[src/rtl/sram_controller.sv]
// sram_controller: 32-bit load/store port onto a 16-bit SRAM.
// Each word is split into two halfword accesses of WAIT_CYCLES cycles.
module sram_controller #(
  parameter int unsigned WAIT_CYCLES = 3,
  parameter logic [31:0] BASE_ADDR = 32'd1024
) (
  input  logic        clk,
  input  logic        rst_n,
  input  logic        wr_en,
  input  logic        rd_en,
  input  logic [31:0] address,
  input  logic [31:0] write_data,
  output logic [31:0] read_data,
  output logic        ready,
  output logic [17:0] sram_addr,
  output logic [15:0] sram_dq_out,
  input  logic [15:0] sram_dq_in,
  output logic        sram_dq_oe,
  output logic        sram_ce_n,
  output logic        sram_we_n,
  output logic        sram_oe_n,
  output logic        sram_ub_n,
  output logic        sram_lb_n
);

  typedef enum logic [2:0] {
    IDLE, WR_LO, WR_HI, RD_LO, RD_HI, DONE
  } state_t;

  localparam logic [3:0] LAST = 4'(WAIT_CYCLES - 1);

  state_t      state, nxt;
  logic [3:0]  cnt;
  logic [16:0] word_q;
  logic [31:0] wd_q;
  logic [31:0] off;
  logic        last;
  logic        req;
  logic        unused_ok;

  assign off       = address - BASE_ADDR;
  assign unused_ok = ^{off[31:19], off[1:0]};
  assign last      = (cnt == LAST);
  assign req       = wr_en | rd_en;

  always_ff @(posedge clk) begin
    if (!rst_n) begin
      state     <= IDLE;
      cnt       <= '0;
      word_q    <= '0;
      wd_q      <= '0;
      read_data <= '0;
    end else begin
      state <= nxt;
      cnt   <= (nxt == state && state != IDLE)
             ? cnt + 4'd1 : 4'd0;
      // request fields are frozen here until DONE
      if (state == IDLE && req) begin
        word_q <= off[18:2];
        wd_q   <= write_data;
      end
      if (state == RD_LO && last)
        read_data[15:0] <= sram_dq_in;
      if (state == RD_HI && last)
        read_data[31:16] <= sram_dq_in;
    end
  end

  always_comb begin
    nxt = state;
    unique case (state)
      IDLE: begin
        if (wr_en)      nxt = WR_LO;
        else if (rd_en) nxt = RD_LO;
      end
      WR_LO:   if (last) nxt = WR_HI;
      WR_HI:   if (last) nxt = DONE;
      RD_LO:   if (last) nxt = RD_HI;
      RD_HI:   if (last) nxt = DONE;
      DONE:    nxt = IDLE;
      default: nxt = IDLE;
    endcase
  end

  always_comb begin
    ready       = 1'b0;
    sram_addr   = '0;
    sram_dq_out = '0;
    sram_dq_oe  = 1'b0;
    sram_ce_n   = 1'b1;
    sram_we_n   = 1'b1;
    sram_oe_n   = 1'b1;
    sram_ub_n   = 1'b1;
    sram_lb_n   = 1'b1;
    unique case (state)
      IDLE: ready = ~req;
      DONE: ready = 1'b1;
      WR_LO, WR_HI: begin
        sram_ce_n   = 1'b0;
        sram_ub_n   = 1'b0;
        sram_lb_n   = 1'b0;
        sram_we_n   = 1'b0;
        sram_dq_oe  = 1'b1;
        sram_addr   = {word_q, state == WR_HI};
        sram_dq_out = (state == WR_HI)
                    ? wd_q[31:16] : wd_q[15:0];
      end
      RD_LO, RD_HI: begin
        sram_ce_n = 1'b0;
        sram_ub_n = 1'b0;
        sram_lb_n = 1'b0;
        sram_oe_n = 1'b0;
        sram_addr = {word_q, state == RD_HI};
      end
      default: ;
    endcase
  end

endmodule

[config.mk]
export PLATFORM = sky130hd
export DESIGN_NAME = sram_controller
export DESIGN_NICKNAME = d
export VERILOG_FILES = /design/src/rtl/sram_controller.sv
export SDC_FILE = /design/constraint.sdc
export NUM_CORES = 1
export LEC_CHECK = 0
export CAP_MARGIN = 15
export CORE_ASPECT_RATIO = 0.9
export CORE_MARGIN = 2
export CORE_UTILIZATION = 55
export CTS_CLUSTER_DIAMETER = 150
export CTS_CLUSTER_SIZE = 30
export DETAILED_ROUTE_END_ITERATION = 8
export DONT_BUFFER_PORTS = 1
export PLACE_DENSITY = 0.81
export SLEW_MARGIN = 30
export SYNTH_ARGS = -nofsm -noshare
export SYNTH_HDL_FRONTEND = slang
export SYNTH_SLANG_ARGS = --single-unit
[constraint.sdc]
create_clock -name clk -period 2.1 [get_ports clk]
set_input_delay 0.525 -clock clk [delete_from_list [all_inputs] [get_ports clk]]
set_output_delay 0.525 -clock clk [all_outputs]
set_load 0.05 [all_outputs]
==> flow_metrics.tcl, run 1 <==
set metrics [dict create \
    outcome "finished, violations left" \
    violations "negative setup slack" \
    die-area_um2 7879 \
    globalRouteOverflowTotal 0 \
    ys_seq_elements 88 \
    design.portCount 157 \
    setup_viol 38 \
    yosys.area.top_type_share_pct 44.59 \
    cell_internal_pwr_w 0.002800 \
    routed_via_density 6.425 \
    grt_setup_unrepaired "true" \
    number_of_antenna_violations_at_the_first_check_in_global_routing 0 \
    slew_viol_final 0 \
    grt_max_degree 44 \
    wl_um 12620 \
    min_period_ps 2273 \
    route.antenna.remaining_nets 0 \
    synth_sequential_area_ratio_pct 44.59 \
    cts_buffer_depth 2 \
    crit_path_cell_trace "buf_6 > nor3b_4 > buf_6 > buf_16 > nand2_2 > a21oi_2 > buf_6" \
    antenna_cells 0 \
    endpoint_kind "output pin" \
    swShare_pct 35.53 \
    synth_enable_flop_cells 0 \
    fmaxAchievable_mhz 440.0 \
    ys_types 41 \
    worstPathArrival_ps 1750 \
    synth.cells.most_frequent "a21oi_1, dfxtp_1, nand3_1" \
    critPathLaunchType "flip-flop" \
    place.port_buffers 0 \
    cells_taking_the_most_area_after_synthesis "dfxtp_1, a21oi_1, nand3_1, o21ai_0, clkbuf_1" \
    irDropWorstVdd_mv 0.5137 \
    layout_setup_ws_ps -172.6 \
    gr-usage-all-layers_pct 30.92 \
    max-cap-violations 0 \
    finalClockSkew_ps 12.31 \
    cts_hold_buffers 0 \
    cell_seen_most_often_among_critical_path_stages "buf_6" \
    grt_pass1_wl_um 19440 \
    synth_largest_area_cell "dfxtp_1" \
    initial_core_util_pct 56.42 \
    timing_worst_slew_pin_value_ps 575.5 \
    hold_path.class "in2reg" \
    critPathRequiredTime_ps 1570 \
    clkSlewWorstSetupHoldPaths_ps 100 \
    yosysWarnings 0 \
    path_class "reg2out" \
    post-route-period-util_pct 108.2 \
    postSynthCellCount 505 \
    detail_route.drc_violations 0 \
    finalSetupTns_ps -4782 \
    cts.sinks 88 \
    r2r_slack_ps 250 \
    syn-cell-area_um2 3951 \
    final_nets 629 \
    leakage_nw 1.957 \
    critPathMaxStageDelay_ps 370 \
    maximum_level_of_the_cts_h_tree 3 \
    power.combinational.fraction_pct 31.1 \
    synth.avg_cell_area_um2 7.824 \
    worst_skew_pair.late_latency_ps 350 \
    finalWeightedCongestion 0.8298 \
    cts_inserted_buffers 9 \
    drt_iter0_drc 300 \
    area_delta_synth_final_pct 40.63 \
    total_switching_power_w 0.001543 \
    synth_nets 592 \
    via_count 4112 \
    async_reset_ff_share_pct 0 \
    fp.dieH_um 84.41 \
    core_region_area_um2 7003 \
    hpwl_um 7791 \
    relSlewSlack_pct 61.63 \
    cts-root-buf "clkbuf_8" \
    crit_family "buffers and inverters" \
    detail_route.first_pass.iterations 5 \
    vias_in_the_first_global_route 3994 \
    power.share.sequential_pct 42.5 \
    wire_per_inst_um 19.72 \
    power.density_cell_area_nw_per_um2 781.4 \
    yosys.cell_count.top_type "a21oi_1" \
    crit_buf_inv 4 \
    p_clk_share_pct 26.4 \
    power_w 0.004342 \
    std_cell_rows 29 \
    clock_tree_from_tritoncts "yes" \
    crit_slowest_cell "dfxtp_4" \
    final_hold_viol_count 0 \
    die_width_um 93.35 \
    fraction_of_layout_cells_with_a_size_suffix_above_1_pct 31.08 \
    synth-main-ff-cell "dfxtp_1" \
    timing.critical_path.fanout_max 8 \
]
-- final cells by class --
type | instances | area [µm²]
clock buffer | 9 | 123.9
clock inverter | 7 | 68.82
fill | 445 | 1446
inverter | 6 | 26.28
multi-input combinational | 357 | 2302
sequential | 88 | 1770
tap | 93 | 116.4
timing repair buffer | 80 | 1149
-- cell families (layout without fill, tap and decap cells) --
| logic type | Yosys count | count (layout) | share of synthesized area (%) |
|---|---|---|---|
| AOI/OAI and AO/OA | 189 | 189 | 25.36 |
| and+or+nand+nor | 158 | 159 | 21.38 |
| DFF | 88 | 88 | 44.59 |
| buffers and inverters | 61 | 102 | 6.396 |
| xor gates and xnor gates | 6 | 6 | 1.330 |
| adders and majority gates | 3 | 3 | 0.9501 |
-- final timing paths --
check,start,end,cells after the start
max reg2reg,state[2],word_q[15],5
max,state[2],sram_dq_out[4],7
min reg2reg,cnt[0],cnt[0],1
min,address[10],word_q[8],1
-- metrics by stage --
stage	std cells	setup WS, ps	cell area [µm²]	util [%]	hold WS [ps]
floorplan	505	-143.0	4113	-	429.7
global placement	606	92.24	4925	70.32	441.4
detailed placement	606	68.96	4925	70.32	463.5
CTS	636	-160.8	5443	77.72	245.5
global route	640	-241.2	5557	79.35	245.5
finish	640	-172.6	5557	79.35	261.8
-- power by group through the flow --
stage / logic, W / registers, W / clock network, W
after floorplan: 0.000754 / 0.00185 / 0
after global placement: 0.00113 / 0.00186 / 0
after detailed placement: 0.00116 / 0.00186 / 0
after CTS: 0.00130 / 0.00184 / 0.00116
after global routing: 0.00142 / 0.00185 / 0.00123
final: 0.00135 / 0.00184 / 0.00115
-- cells in the final DEF (no fill, tap or decap), drive strengths merged --
master	synthesis	final
o41ai	1	1
ha	3	3
and2	1	1
buf	14	80
clkinv	0	2
nand2	32	32
or3	3	3
nand2b	1	1
or4	3	3
nor3b	5	5
or2	2	2
inv	6	10
clkinvlp	0	1
o31ai	2	2
o41a	1	1
nand3	73	73
a311oi	5	5
nand3b	2	2
a2111oi	1	1
dfxtp	88	88
and3	18	18
xor2	2	2
nand4	1	1
or3b	4	5
nor3	1	1
and3b	1	1
nor2	10	10
a21oi	99	99
o21ai	75	75
nor4	1	1
clkbuf	41	9
xnor2	4	4
a211oi	5	5
-- layer usage --
layer / global-route usage [%] / wire (µm)
met3: 8.438 / 996
met1: 37.36 / 4828
met4: 12.83 / 407
met5: 0 / 0
met2: 51.86 / 6390
-- flip-flops by register name (all words and copies together) (netlist names) --
register,cells
read_data,32
state,3
word_q,17
wd_q,32
cnt,4
-- repair_timing --
action | CTS | global route
hold endpoints to repair | 0 | 0
gates resized for setup | 48 | 24
cloned | 4 | 0
pin swaps | 13 | 14
endpoints found under the setup margin | 38 | 39
setup buffers | 10 | 4
Note: power is estimated with default switching activity, not from simulation.
==> run 2: changes to the inputs <==
SKIP_LAST_GASP = 1   (was not set)
==> run 2 against run 1 <==
  * The flow still finishes with violations (negative setup slack)
  * Clock power about the same
  * Sequential power about the same
  * Maximum frequency decreased by 1.1%
  * Sequential cell count unchanged
  * Power about the same
  * Highest routed layer unchanged
  * Final area decreased by 0.32%
  * Sequential share of layout area increased by 0.10 points
  * Final cell count decreased by 0.31%
  * Die area unchanged
  * Utilization decreased by 0.25 points
  * Combinational power about the same
  * Via count decreased by 1.3%
==> flow_metrics.tcl, run 2 (synthesized netlist as in run 1, its figures left out) <==
set metrics [dict create \
    gr-usage-all-layers_pct 30.01 \
    reg_top3 "read_data (32), wd_q (32), word_q (17)" \
    worstHoldPathCells 1 \
    outcome "finished, violations left" \
    total_switching_power_w 0.001538 \
    antenna_cells 0 \
    pre_cts_ws_ps 68.96 \
    critPathLaunchType "flip-flop" \
    worst_reg2reg_path_depth 5 \
    grt_pass1_wl_um 19000 \
    core_region_area_um2 7003 \
    design.portCount 157 \
    timing.hold.worst_endpoint "word_q[8]" \
    layout_setup_ws_ps -197.2 \
    timing_worst_slew_pin_value_ps 567.1 \
    grt_setup_unrepaired "true" \
    die-area_um2 7879 \
    finalClockSkew_ps 10.49 \
    cts_inserted_buffers 9 \
    leakage_nw 1.970 \
    die_width_um 93.35 \
    timing.critical_path.fanout_max 8 \
    place.port_buffers 0 \
    start_of_the_worst_register_to_register_path "state[2]" \
    wire_per_inst_um 19.51 \
    detail_route.drc_violations 0 \
    fp.dieH_um 84.41 \
    area_delta_synth_final_pct 40.18 \
    vias_in_the_first_global_route 3900 \
    detail_route.first_pass.iterations 5 \
    maximum_level_of_the_cts_h_tree 3 \
    place_area_um2 4925 \
    cts_buffer_depth 2 \
    setup_viol 39 \
    clock_tree_from_tritoncts "yes" \
    max-cap-violations 0 \
    timing.hold.worst.start "address[10]" \
    critPathRequiredTime_ps 1570 \
    number_of_antenna_violations_at_the_first_check_in_global_routing 0 \
    cell_internal_pwr_w 0.002802 \
    endpoint_kind "output pin" \
    r2r_slack_ps 250 \
    slew_viol_final 0 \
    fraction_of_layout_cells_with_a_size_suffix_above_1_pct 29.54 \
    min_period_ps 2297 \
    fmaxAchievable_mhz 435.3 \
    wl_um 12450 \
    via_count 4057 \
    cts_hold_buffers 0 \
    violations "negative setup slack" \
    routed_via_density 6.359 \
    route.antenna.remaining_nets 0 \
    globalRouteOverflowTotal 0 \
    std_cell_rows 29 \
    path_class "reg2out" \
    power.density_cell_area_nw_per_um2 783.6 \
    hold_path.class "in2reg" \
    post-route-period-util_pct 109.4 \
    cts-root-buf "clkbuf_8" \
    cts.sinks 88 \
    worst_skew_pair.late_latency_ps 360 \
    final_hold_viol_count 0 \
    relSlewSlack_pct 62.08 \
    rr_endpoint "word_q[16]" \
    final_nets 627 \
    finalWeightedCongestion 0.8298 \
    swShare_pct 35.43 \
    irDropWorstVdd_mv 0.5054 \
    power.combinational.fraction_pct 31.0 \
    layout_commonest_cell "dfxtp_1" \
    clkSlewWorstSetupHoldPaths_ps 100 \
    mostFrequentLayoutCells "dfxtp_1, a21oi_1, nand3_1, o21ai_0, buf_12" \
    initial_core_util_pct 56.42 \
    grt_max_degree 44 \
    power.share.sequential_pct 42.5 \
    final.hold.worst_slack_ps 258.3 \
    stdcell_area_um2 5539 \
    worstPathArrival_ps 1770 \
    p_clk_share_pct 26.5 \
    drt_iter0_drc 244 \
    hpwl_um 7791 \
]
-- run 2: cell count changes in the layout (fill, tap and decap cells not counted), moves of 2 or more --
cell | previous run | this run
nand2_2 | 11 | 8
and3_1 | 1 | 3
and3_2 | 0 | 2
nand2_1 | 17 | 19
buf_4 | 30 | 28
a21oi_2 | 5 | 3
and3_4 | 17 | 13
-- run 2: worst max-delay path, cell delays in order (launching register included) --
cell and delay, ps:
dfxtp_4 370, buf_6 120, nor3b_4 210, buf_6 160, buf_16 150, nand2_2 70, a21oi_2 160, buf_6 180
-- run 2: worst max path at each step --
stage              from  depth (start not counted)  slack (ps)               to
3_3_place_gp   state[1]                          4          90  sram_dq_out[10]
6_report       state[2]                          7        -200   sram_dq_out[4]
4_1_cts        state[0]                          7        -160  sram_dq_out[12]
5_1_grt        state[0]                          7        -260   sram_dq_out[4]
3_5_place_dp   state[1]                          4          70  sram_dq_out[12]
2_1_floorplan  state[1]                          4        -140   sram_dq_out[2]
-- run 2: final cells by class --
cell class              count  area [µm²]
clock inverters             7       68.82
flip-flops and latches     88        1770
clock buffers               9       123.9
fillers                   459        1464
inverters                   6       26.28
repair buffers             78        1147
multi-input cells         357        2286
well taps                  93       116.4
-- run 2: power by group through the flow --
stage | Sequential, W | Combinational (W) | Clock (W)
finish | 0.00184 | 0.00135 | 0.00115
CTS | 0.00183 | 0.00128 | 0.00116
floorplan | 0.00185 | 0.000754 | 0
global route | 0.00185 | 0.00142 | 0.00123
global placement | 0.00186 | 0.00113 | 0
detailed placement | 0.00186 | 0.00116 | 0
-- run 2: metal layers --
metal	global-route usage [%]	vias to the layer above	wire, µm
met5	0	-	0
met4	10.83	0	365
met3	7.989	33	938
met2	49.51	194	6299
met1	37.81	1951	4846
li1	-	1879	-
-- run 2: metrics by stage --
stage	util, %	power (W)	cells	setup TNS [ps]
after floorplan	-	0.002604	505	-581.8
after global placement	70.32	0.002990	606	0
after detailed placement	70.32	0.003027	606	0
after CTS	76.79	0.004271	636	-4925
after global routing	79.10	0.004500	638	-7063
final	79.10	0.004340	638	-5306
-- run 2: timing repair --
item / 4_1_cts / 5_1_grt
endpoints found under the setup margin: 38 / 39
setup buffers: 10 / 1
cloned: 4 / 1
gates resized for setup: 33 / 31
pin swaps: 12 / 14
==> run 3: changes to the inputs <==
GPL_TIMING_DRIVEN = 0   (was not set)
MAX_ROUTING_LAYER = met4   (was not set)
==> run 3 against run 2 <==
  * The run still ends with negative setup slack left
  * Global-route usage fell by 1.1 points
  * Sequential cell count is the same
  * Wire length decreased by 4.5%
  * Maximum frequency fell by 3.1%
  * Sequential share of layout area rose by 3.1 points
  * Power fell by 5.7%
  * Sequential power hardly changed
  * Critical endpoint is now ready
==> flow_metrics.tcl, run 3 (synthesized netlist as in run 1, its figures left out) <==
set metrics [dict create \
    detail_route.drc_violations 0 \
    fin_util_pct 72.25 \
    final_hold_viol_count 0 \
    final-seq-area_um2 1773 \
    multi_input_area_um2 2333 \
    leakage_nw 1.736 \
    design.portCount 157 \
    via_count 4003 \
    worstHoldPathCells 1 \
    fmaxAchievable_mhz 421.9 \
    hpwl_um 7798 \
    grt_setup_unrepaired "true" \
    area_delta_synth_final_pct 28.06 \
    timing.hold.worst_endpoint "word_q[8]" \
    timing.hold.worst.start "address[10]" \
    std_cell_rows 29 \
    path_class "reg2out" \
    outcome "finished, violations left" \
    cts_inserted_buffers 9 \
    finalWeightedCongestion 0.8899 \
    clock_tree_from_tritoncts "yes" \
    layout_commonest_cell "dfxtp_1" \
    worst_skew_pair.late_latency_ps 360 \
    endpoint_kind "output pin" \
    die_width_um 93.35 \
    finalClockSkew_ps 10.20 \
    critPathLaunchType "flip-flop" \
    mostFrequentLayoutCells "dfxtp_1, a21oi_1, nand3_1, o21ai_0, clkbuf_1" \
    initial_core_util_pct 56.42 \
    violations "negative setup slack" \
    max-cap-violations 0 \
    post-route-period-util_pct 112.9 \
    wl_um 11890 \
    cts_buffer_depth 2 \
    timing.critical_path.fanout_max 7 \
    drt_iter0_drc 222 \
    power_w 0.004091 \
    fraction_of_layout_cells_with_a_size_suffix_above_1_pct 24.59 \
    route.antenna.remaining_nets 0 \
    slew_viol_final 0 \
    gr-usage-all-layers_pct 28.95 \
    wire_per_inst_um 18.52 \
    antenna_cells 0 \
    fp.dieH_um 84.41 \
    layout_setup_ws_ps -270.2 \
    core_region_area_um2 7003 \
    reg_top3 "read_data (32), wd_q (32), word_q (17)" \
    cts-root-buf "clkbuf_8" \
    relSlewSlack_pct 58.80 \
    power.density_cell_area_nw_per_um2 808.5 \
    hold_path.class "in2reg" \
    routed_via_density 6.235 \
    die-area_um2 7879 \
    timing_worst_slew_pin_value_ps 618.1 \
    rr_endpoint "cnt[2]" \
    grt_pass1_wl_um 17710 \
    pre_cts_ws_ps -384.5 \
    number_of_antenna_violations_at_the_first_check_in_global_routing 0 \
    cts_hold_buffers 0 \
    worstPathArrival_ps 1850 \
    worst_reg2reg_path_depth 7 \
    place.port_buffers 0 \
    globalRouteOverflowTotal 0 \
    cts.sinks 88 \
    min_period_ps 2370 \
    fillCellCount 552 \
    irDropWorstVdd_mv 0.4601 \
    setup_viol 31 \
    maximum_level_of_the_cts_h_tree 3 \
    final_nets 631 \
    clkSlewWorstSetupHoldPaths_ps 80 \
    detail_route.first_pass.iterations 5 \
    vias_in_the_first_global_route 3607 \
    start_of_the_worst_register_to_register_path "cnt[0]" \
    critPathRequiredTime_ps 1570 \
    grt_max_degree 18 \
    r2r_slack_ps 220 \
]
## run 3: changes by cell type in the layout (fill, tap and decap cells not counted), moves of 3 or more
cell	delta
clkbuf_1	+34
nor2_4	+3
buf_2	+3
a21oi_2	-3
and3_4	+4
inv_8	-3
buf_12	-35
buf_6	+4
a21oi_4	+3
clkinvlp_4	+3
buf_8	+3
buf_4	-4
## run 3: final cells by class
class,instances,area share (%)
buffer,50,6.207
clock buffer,10,2.720
clock inverter,6,0.8408
inverter,6,0.5935
multi-input combinational,356,46.12
sequential,88,35.04
tap,93,2.300
timing repair buffer,33,6.182
## run 3: worst max path at each step
stage,depth (start not counted),start,end
5_1_grt,6,state[0],ready
6_report,6,state[0],ready
4_1_cts,5,state[0],sram_ub_n
3_5_place_dp,5,state[2],sram_dq_oe
3_3_place_gp,4,state[1],sram_dq_out[2]
2_1_floorplan,4,state[1],sram_dq_out[2]
## run 3: timing repair
action,CTS,global route
cloned,0,3
endpoints found under the setup margin,41,40
pin swaps,18,28
setup buffers,12,18
gates resized for setup,62,55
endpoints found under the hold margin,0,0
## run 3: worst max-delay path, cell delays in order, from the launching register on
cell     delay (ps)
dfxtp_4         370
buf_8           140
buf_4           130
buf_4           140
nor4_1          260
a21oi_1         130
nor2_4          310
## run 3: power by group
| group | internal [W] | total (W) | switching (W) | leakage [nW] |
|---|---|---|---|---|
| combinational | 0.000390 | 0.00115 | 0.000763 | 0.926 |
| clock | 0.000467 | 0.00110 | 0.000630 | 0.0891 |
| sequential | 0.00177 | 0.00184 | 0.0000699 | 0.721 |
## run 3: stage by stage
stage	hold WS, ps	std cells	instance area, µm²	setup TNS, ps
2_1_floorplan	429.7	505	4113	-581.8
3_3_place_gp	441.4	598	4229	-7158
3_5_place_dp	461.8	598	4240	-7211
4_1_cts	246.1	622	4706	-7501
5_1_grt	231.2	642	5060	-7613
6_report	263.3	642	5060	-5616
## run 3: layer usage
metal | vias up | global-route usage (%) | part of all wire [%]
met1 | 1917 | 35.57 | 40
met4 | 0 | 8.690 | 1.4
li1 | 1882 | - | -
met2 | 184 | 46.30 | 50
met5 | - | - | 0
met3 | 20 | 8.259 | 8.4
